`src/rtl/branch_target_predictor.sv`:
```
`default_nettype none
// ============================================================================
// Module      : branch_target_predictor
// Description : Direct-mapped branch-target buffer with 2-bit saturating
//               direction counters. IF lookup is combinational; the resolving
//               stage writes back outcomes. Optional statistics counters are
//               enabled by defining BTB_STATS_EN.
// Revision    : 1.0 - initial release
// ============================================================================
module branch_target_predictor #(
   parameter int PC_W    = 8,
   parameter int ENTRIES = 16,
   parameter int IDX_W   = $clog2(ENTRIES),
   parameter int TAG_W   = PC_W - IDX_W - 2
) (
   input  logic            clk,
   input  logic            rst_n,
   input  logic            pc_en,
   input  logic            inv,
   input  logic [PC_W-1:0] lk_pc,
   output logic            lk_hit,
   output logic            lk_taken,
   output logic [PC_W-1:0] lk_next_pc,
   input  logic            upd_valid,
   input  logic [PC_W-1:0] upd_pc,
   input  logic [PC_W-1:0] upd_target,
   input  logic            upd_taken,
   input  logic            upd_jump,
   input  logic            upd_mispred,
   output logic [15:0]     stat_updates,
   output logic [15:0]     stat_mispred
);

   localparam logic [PC_W-1:0] c_PC_STEP  = PC_W'(4);
   localparam logic [1:0]      c_CTR_MAX  = 2'b11;
   localparam logic [1:0]      c_CTR_WEAK = 2'b10;

   if (TAG_W < 1) begin : g_tag_w_check
      $error("branch_target_predictor: TAG_W must be at least 1");
   end
   if ((ENTRIES < 2) || ((ENTRIES & (ENTRIES - 1)) != 0)) begin : g_entries_check
      $error("branch_target_predictor: ENTRIES must be a power of two >= 2");
   end

   logic              r_valid  [ENTRIES];
   logic [TAG_W-1:0]  r_tag    [ENTRIES];
   logic [PC_W-1:0]   r_target [ENTRIES];
   logic [1:0]        r_ctr    [ENTRIES];
   logic              r_jump   [ENTRIES];

   logic [IDX_W-1:0]  w_lk_idx;
   logic [TAG_W-1:0]  w_lk_tag;
   logic [IDX_W-1:0]  w_upd_idx;
   logic [TAG_W-1:0]  w_upd_tag;
   logic              w_upd_acc;
   logic              w_upd_hit;
   logic              w_wr_en;
   logic [TAG_W-1:0]  w_nx_tag;
   logic [PC_W-1:0]   w_nx_target;
   logic [1:0]        w_nx_ctr;
   logic              w_nx_jump;
   logic              w_unused_bits;

   // Lookup path: pure function of lk_pc and current table, no bypass.
   assign w_lk_idx   = lk_pc[IDX_W+1:2];
   assign w_lk_tag   = lk_pc[PC_W-1:IDX_W+2];
   assign lk_hit     = r_valid[w_lk_idx] && (r_tag[w_lk_idx] == w_lk_tag);
   assign lk_taken   = lk_hit && (r_jump[w_lk_idx] || r_ctr[w_lk_idx][1]);
   assign lk_next_pc = lk_taken ? r_target[w_lk_idx] : (lk_pc + c_PC_STEP);

   assign w_upd_idx = upd_pc[IDX_W+1:2];
   assign w_upd_tag = upd_pc[PC_W-1:IDX_W+2];
   assign w_upd_acc = upd_valid && pc_en && !inv;
   assign w_upd_hit = r_valid[w_upd_idx] && (r_tag[w_upd_idx] == w_upd_tag);

   always_comb begin
      w_wr_en     = 1'b0;
      w_nx_tag    = r_tag[w_upd_idx];
      w_nx_target = r_target[w_upd_idx];
      w_nx_ctr    = r_ctr[w_upd_idx];
      w_nx_jump   = r_jump[w_upd_idx];
      if (w_upd_acc) begin
         if (w_upd_hit) begin
            w_wr_en = 1'b1;
            if (upd_jump) begin
               w_nx_ctr    = c_CTR_MAX;
               w_nx_jump   = 1'b1;
               w_nx_target = upd_target;
            end else if (upd_taken) begin
               w_nx_ctr    = (r_ctr[w_upd_idx] == c_CTR_MAX) ? c_CTR_MAX
                                                             : r_ctr[w_upd_idx] + 2'd1;
               w_nx_target = upd_target;
            end else begin
               w_nx_ctr    = (r_ctr[w_upd_idx] == 2'd0) ? 2'd0
                                                        : r_ctr[w_upd_idx] - 2'd1;
            end
         end else if (upd_taken) begin
            // Only taken outcomes allocate; any alias at this index is evicted.
            w_wr_en     = 1'b1;
            w_nx_tag    = w_upd_tag;
            w_nx_target = upd_target;
            w_nx_jump   = upd_jump;
            w_nx_ctr    = upd_jump ? c_CTR_MAX : c_CTR_WEAK;
         end
      end
   end

   always_ff @(posedge clk or negedge rst_n) begin
      if (!rst_n) begin
         for (int i = 0; i < ENTRIES; i++) begin
            r_valid[i]  <= 1'b0;
            r_tag[i]    <= '0;
            r_target[i] <= '0;
            r_ctr[i]    <= 2'd0;
            r_jump[i]   <= 1'b0;
         end
      end else if (pc_en) begin
         if (inv) begin
            for (int i = 0; i < ENTRIES; i++) begin
               r_valid[i] <= 1'b0;
            end
         end else if (w_wr_en) begin
            r_valid[w_upd_idx]  <= 1'b1;
            r_tag[w_upd_idx]    <= w_nx_tag;
            r_target[w_upd_idx] <= w_nx_target;
            r_ctr[w_upd_idx]    <= w_nx_ctr;
            r_jump[w_upd_idx]   <= w_nx_jump;
         end
      end
   end

`ifdef BTB_STATS_EN
   logic [15:0] r_stat_updates;
   logic [15:0] r_stat_mispred;

   always_ff @(posedge clk or negedge rst_n) begin
      if (!rst_n) begin
         r_stat_updates <= 16'h0000;
         r_stat_mispred <= 16'h0000;
      end else if (w_upd_acc) begin
         if (r_stat_updates != 16'hFFFF) begin
            r_stat_updates <= r_stat_updates + 16'd1;
         end
         if (upd_mispred && (r_stat_mispred != 16'hFFFF)) begin
            r_stat_mispred <= r_stat_mispred + 16'd1;
         end
      end
   end

   assign stat_updates  = r_stat_updates;
   assign stat_mispred  = r_stat_mispred;
   assign w_unused_bits = ^upd_pc[1:0];
`else
   assign stat_updates  = 16'h0000;
   assign stat_mispred  = 16'h0000;
   assign w_unused_bits = ^{upd_pc[1:0], upd_mispred};
`endif

endmodule
`default_nettype wire

```
`config.mk`:
```
export PLATFORM = sky130hd
export DESIGN_NAME = branch_target_predictor
export DESIGN_NICKNAME = d
export VERILOG_FILES = /design/src/rtl/branch_target_predictor.sv
export SDC_FILE = /design/constraint.sdc
export NUM_CORES = 1
export LEC_CHECK = 0
export ABC_AREA = 1
export CORE_MARGIN = 2
export CORE_UTILIZATION = 41
export CTS_CLUSTER_DIAMETER = 100
export CTS_CLUSTER_SIZE = 20
export DETAILED_ROUTE_END_ITERATION = 16
export PLACE_DENSITY = 0.6
export SETUP_SLACK_MARGIN = 0.4
export SYNTH_ARGS = -nofsm -noshare
export SYNTH_HDL_FRONTEND = slang
export SYNTH_SLANG_ARGS = --single-unit
```
`constraint.sdc`:
```
create_clock -name clk -period 2 [get_ports clk]
set_input_delay 0.2 -clock clk [delete_from_list [all_inputs] [get_ports clk]]
set_output_delay 0.2 -clock clk [all_outputs]
set_load 0.02 [all_outputs]
```
# == After elaboration in Yosys (flattened, before gate mapping) ==
# Cells that the tools add are included.
# W data, S select, Z words.
# word_totals
regBits,224
input_bits,32
out_inout_bits,42
elab_cells,170
# op_classes
addsub,3
magnitude_cmp,3
eq_ne,3
n_mux,65
bitwise_logic,4
n_reduce_logical,12
# op_table
cell,count
$bwmux W128,1
$mux W8,10
$bmux W8 S4,2
$bwmux W32,2
$mux W2,19
$bmux W2 S4,4
$demux W8 S4,1
$mux W16,2
$mux W1,17
$bmux W1 S4,4
$bwmux W16,1
$or A16 B16 Y16,1
$ge A5 B5 Y1 const B,2
$not A4 Y5,2
$add A8 B3 Y8 const B,1
$demux W2 S4,1
$logic_and A1 B1 Y1,6
$lt A5 B1 Y1 const B,1
$demux W1 S4,1
$eq A2 B2 Y1,2
$reduce_and A3 Y1,1
$add A2 B1 Y2 const B,1
$eq A2 B2 Y1 const B,1
$logic_not A2 Y1,1
other kinds (6),6

# == Longest topological paths before layout ==
# depth
depth_word,11
ltp_mapped,22
ltp_nobuf,18

# == Worst setup path after synthesis ==
# Ideal clock, no wire load.
# synth_path
path_kind,input -> output
start,input lk_pc[5]
end,output lk_next_pc[0]
arrival_ns,2.141
t_required_ns,1.800
setup_slack_ns,-0.341
path_stages,12
n_path_buf,2
cell_sequence,clkbuf_1 > inv_1 > nor2_1 > clkbuf_1 > nand2_1 > nand3_1 > nand2_1 > or2_0 > nor2_2 > nand2_1 > nand2_1 > nand2_1
# synth_via
elab_chain_cells,8
# synth_lines
element,line_no,text
from (decl),20,"input logic [PC_W-1:0] lk_pc,"
$not A4 Y5 (implied by the code) (*),67,assign lk_hit = r_valid[w_lk_idx] && (r_tag[w_lk_idx] == w_lk_tag);
$bmux W2 S4,67,
$mux W2 (implied by the code) (2 in a row),67,
$eq A2 B2 Y1,67,
$logic_and A1 B1 Y1 (*),67,
via lk_hit,21,"output logic lk_hit,"
$logic_and A1 B1 Y1 (*),68,assign lk_taken = lk_hit && (r_jump[w_lk_idx] || r_ctr[w_lk_idx][1]);
$mux W8 (*),69,assign lk_next_pc = lk_taken ? r_target[w_lk_idx] : (lk_pc + c_PC_STEP);
to (decl),23,"output logic [PC_W-1:0] lk_next_pc,"
# The timed path passes the listed nets; every way through them passes the cells marked *. The select of a mux whose other input is x is not followed.

# == Worst setup path after layout ==
# layout_path
start,register r_tag[16] (netlist bit)
end,register r_target[58] (netlist bit)
# layout_via
elab_chain_cells,8
# layout_lines
element,line_no,text
from (decl),46,logic [TAG_W-1:0] r_tag [ENTRIES];
"from (signal, indexed assignment)",124,r_tag[w_upd_idx] <= w_nx_tag;
$bmux W2 S4 (*),74,assign w_upd_hit = r_valid[w_upd_idx] && (r_tag[w_upd_idx] == w_upd_tag);
$mux W2 (implied by the code) (*) (2 in a row),74,
$eq A2 B2 Y1 (*),74,
$logic_and A1 B1 Y1 (*),74,
$mux W1 / $mux W8 (equally long branches),83,if (w_upd_hit) begin
$mux W1 / $mux W8 (equally long branches),82,if (w_upd_acc) begin
$reduce_and A3 Y1 (no source line) / $bwmux W128 (equally long branches),-,
"to (signal, indexed assignment)",125,r_target[w_upd_idx] <= w_nx_target;
to (decl),47,logic [PC_W-1:0] r_target [ENTRIES];
# Mark *: on every way between the ends. The rest lies on a longest branch, timed or not. The select of a mux whose other input is x is not followed.
# A chain may end at the register's enable or synchronous reset.

==> results.toml <==
[logic_synthesis]
postSynth.topFlopCell = "dfrtp_1"
yosysMostFrequentCell = "nand2_1"
gate_count_post_synth = 2097
synth_top_cell_by_area = "dfrtp_1"
synth_commonest_cells = "940 x nand2_1, 224 x dfrtp_1, 209 x nand3_1"
synth_sequential_area_ratio = 0.403
netlist-cell-type-count = 38
synth_top_area_frac = 0.403
synth_compound_area_frac = 0.109
synth-seq-cells = 224
netlist_top_cells_area = "dfrtp_1 40%, nand2_1 25%, nand3_1 7.5%"
synth_top_family_by_area = "simple AND/OR/NAND/NOR gates"
yosys_warnings = 0
synth_simple_gate_area_frac = 0.391
post_synth_fa_ha_maj_area_fraction = 0.000900
synth_area_um2 = 13900
synthArstFlopShare = 1.00
number_of_synthesized_flops_with_an_enable_pin = 0
synth-xor-area-share = 0.00315
yosys-mux-area-fraction = 0
syn_area_per_cell_um2 = 6.63

[worst_setup_path]
worst_path_most_repeated_cell = "nand2_1"
critPathRequiredTime_ps = 2440
cp-end-kind = "flip-flop"
crit_arrival_ps = 3150
max_stage_delay_ps = 440
critical_path.cell_chain = "buf_4, nand2_1, nand2_1, nand2_1, nand2_1, nand2_1, nand2_2, nor2_2, nand2_1, nand2_1, nand3_2, nand2_2, nand2_4, buf_12, buf_6, buf_12, buf_12, nor2_8, buf_6, nand3_2, nand2_1"
reg2reg_slack_ps = -710
timing_worst_setup_path_type = "flip-flop to flip-flop"
critical-path-slowest-cell = "dfrtp_1"
worst-path-max-fanout = 6
worst_setup_path_start_kind = "flip-flop"

[sta]
clock_skew_ps = 25.4
relSlewSlack = 0.625
final-setup-viol-count = 234
max_clock_freq_ghz = 0.369
fin_crit_sh = 1.36
tightest_pin_transition_ps = 559
timing.final.hold_violations = 0
maxSlewViolCount = 0
finalCriticalPeriod_ps = 2710
unrepaired_setup_endpoints_after_global_routing = "yes"
finalWorstSetupSlack_ps = -713

[cells_and_area]
net_count_of_the_finished_layout = 2364
share_of_final_layout_standard_cells_stronger_than_drive_strength_1 = 0.304
stdcell_count = 2782
final_cell_area_um2 = 19800
fillerInstances = 2977
syn2layout_area_growth_pct = 42.4
n_antenna_cell = 0

[pwr]
pwr_density_cell_nw_per_um2 = 529
power.static_leakage_nw = 9.86
ir_worst_vdd_uv = 454

[run]
total_of_max_cap_violations = 0

[place]
dp_hpwl_um = 36400
total_placed_instance_area_um2 = 16700
total_instance_count_after_detailed_placement = 2694
port-buffer-count = 38
routabilityCongestion = 0.960

[die]
row_count = 67
die_h_um = 188
standard_cell_core_area_um2 = 33400
ioPinCount = 74
area_of_the_die_um2 = 35400
die_width_um = 188
initial_utilization = 0.416

[global_route]
initial_antenna_violation_count = 0
grt_pass1_wl_um = 85400
global_route.overflow_total = 0
overall_routing_resource_usage = 0.309
vias_in_the_first_global_route = 15100
grt_start_max_net_pins = 75

[outcome]
outcome = "finished, violations left"
violations = "setup timing"

[detailed_routing]
final_antenna_net_count = 0
firstDrtPassIters = 6
route.final.wire_length_um = 57000
vias_per_cell = 5.63
detailroute.via_count = 15700
routedWlPerCell_um = 20.5
drt-initial-drc-count = 1547
remaining_drc_errors = 0

[cts]
clkLatencyLatePin_ps = 510
numCtsBuffers = 15
clk_root_buffer_cell = "clkbuf_16"
cts_tree = "done"
cts_sinks = 224
h-tree-depth = 1
clk_pin_slew_ps = 90
maximum_buffer_depth_of_the_clock_tree = 3

[min_path]
hp-class = "input port to async pin"
[layout by cell type (no fill, tap or decap), types with 57 or more instances in the layout]
cell       n
nand2_1  765
dfrtp_1  224
buf_4    171
nand2_2  129
o21ai_0  120
nand3_1  113
nor2_1    90
nand3_2   89
inv_1     81
buf_12    72
a21oi_1   57
[per-layer routing]
layer	vias to the layer above	wire, um	share of wire	global-route usage
met5	-	0	0	0
met4	0	2790	0.049	0.145
met3	171	4820	0.085	0.0387
met2	817	26800	0.47	0.507
met1	7551	22600	0.40	0.406
li1	7130	-	-	-
[worst max-delay path: cells and delay by family (launching register included)]
kind,cells,cell delay [ps]
buf+inv,6,870
flops,1,440
simple gates,15,1340
[registers in the layout (all words and copies together) (netlist names)]
signal	cells
r_target	128
r_valid	16
r_ctr	32
r_jump	16
r_tag	32
[power by group]
group          total, mW  internal (mW)  switching (mW)
Clock               3.11           1.39            1.72
Combinational       2.47          0.987            1.49
Sequential          4.88           4.72           0.156
Total               10.5           7.10            3.36
[per-stage QoR]
| stage | total power, mW | TNS, ps | hold slack [ps] | util | setup slack (ps) |
|---|---|---|---|---|---|
| floorplan | 6.03 | -2210 | -95.6 | - | -48.1 |
| global placement | 6.99 | -187380 | 184 | 0.499 | -1100 |
| detailed placement | 7.01 | -193760 | 177 | 0.499 | -1080 |
| CTS | 10.3 | -85680 | 257 | 0.553 | -602 |
| global route | 10.8 | -161940 | 272 | 0.592 | -832 |
| finish | 10.5 | -140710 | 233 | 0.592 | -713 |
[final cells by class]
cell class / count / area [um2] / share of cell area
Tap cell: 448 / 561 / 0.0283
Sequential cell: 224 / 5610 / 0.283
Clock inverter: 3 / 27.5 / 0.00139
Clock buffer: 17 / 383 / 0.0193
Inverter: 108 / 507 / 0.0256
Multi-Input combinational cell: 1629 / 8550 / 0.432
Timing Repair inverter: 5 / 41.3 / 0.00209
Timing Repair Buffer: 348 / 4120 / 0.208
[logic make-up (layout without fill, tap and decap cells)]
kind of cell             Yosys count  in the layout
adder cells (fa/ha/maj)            1              1
AND/OR/NAND/NOR                 1311           1312
other                              1             32
XOR/XNOR                           5              5
AO/OA/AOI/OAI                    279            279
buffers and inverters            276            481
flip-flops                       224            224
[path summary, 6_finish.rpt]
kind	startpoint	endpoint	cells past startpoint
max in group asynchronous	rst_n	r_ctr[22]	3
worst max register to register	r_tag[16]	r_target[58]	21
worst max-delay path	r_tag[16]	r_target[58]	21
worst min-delay path	rst_n	r_valid[2]	2
min in group clk	r_target[27]	r_target[27]	2
worst min register to register	r_target[27]	r_target[27]	2
[what timing repair did]
item / 4_1_cts / 5_1_grt
endpoints found under the setup margin: 234 / 234
setup buffers: 28 / 17
gates cloned: 12 / 10
hold endpoints to repair: 50 / 0
hold buffers: 1 / 0
resized for setup: 302 / 267
pin swaps: 106 / 109
Note: power is estimated with default switching activity, not from simulation.
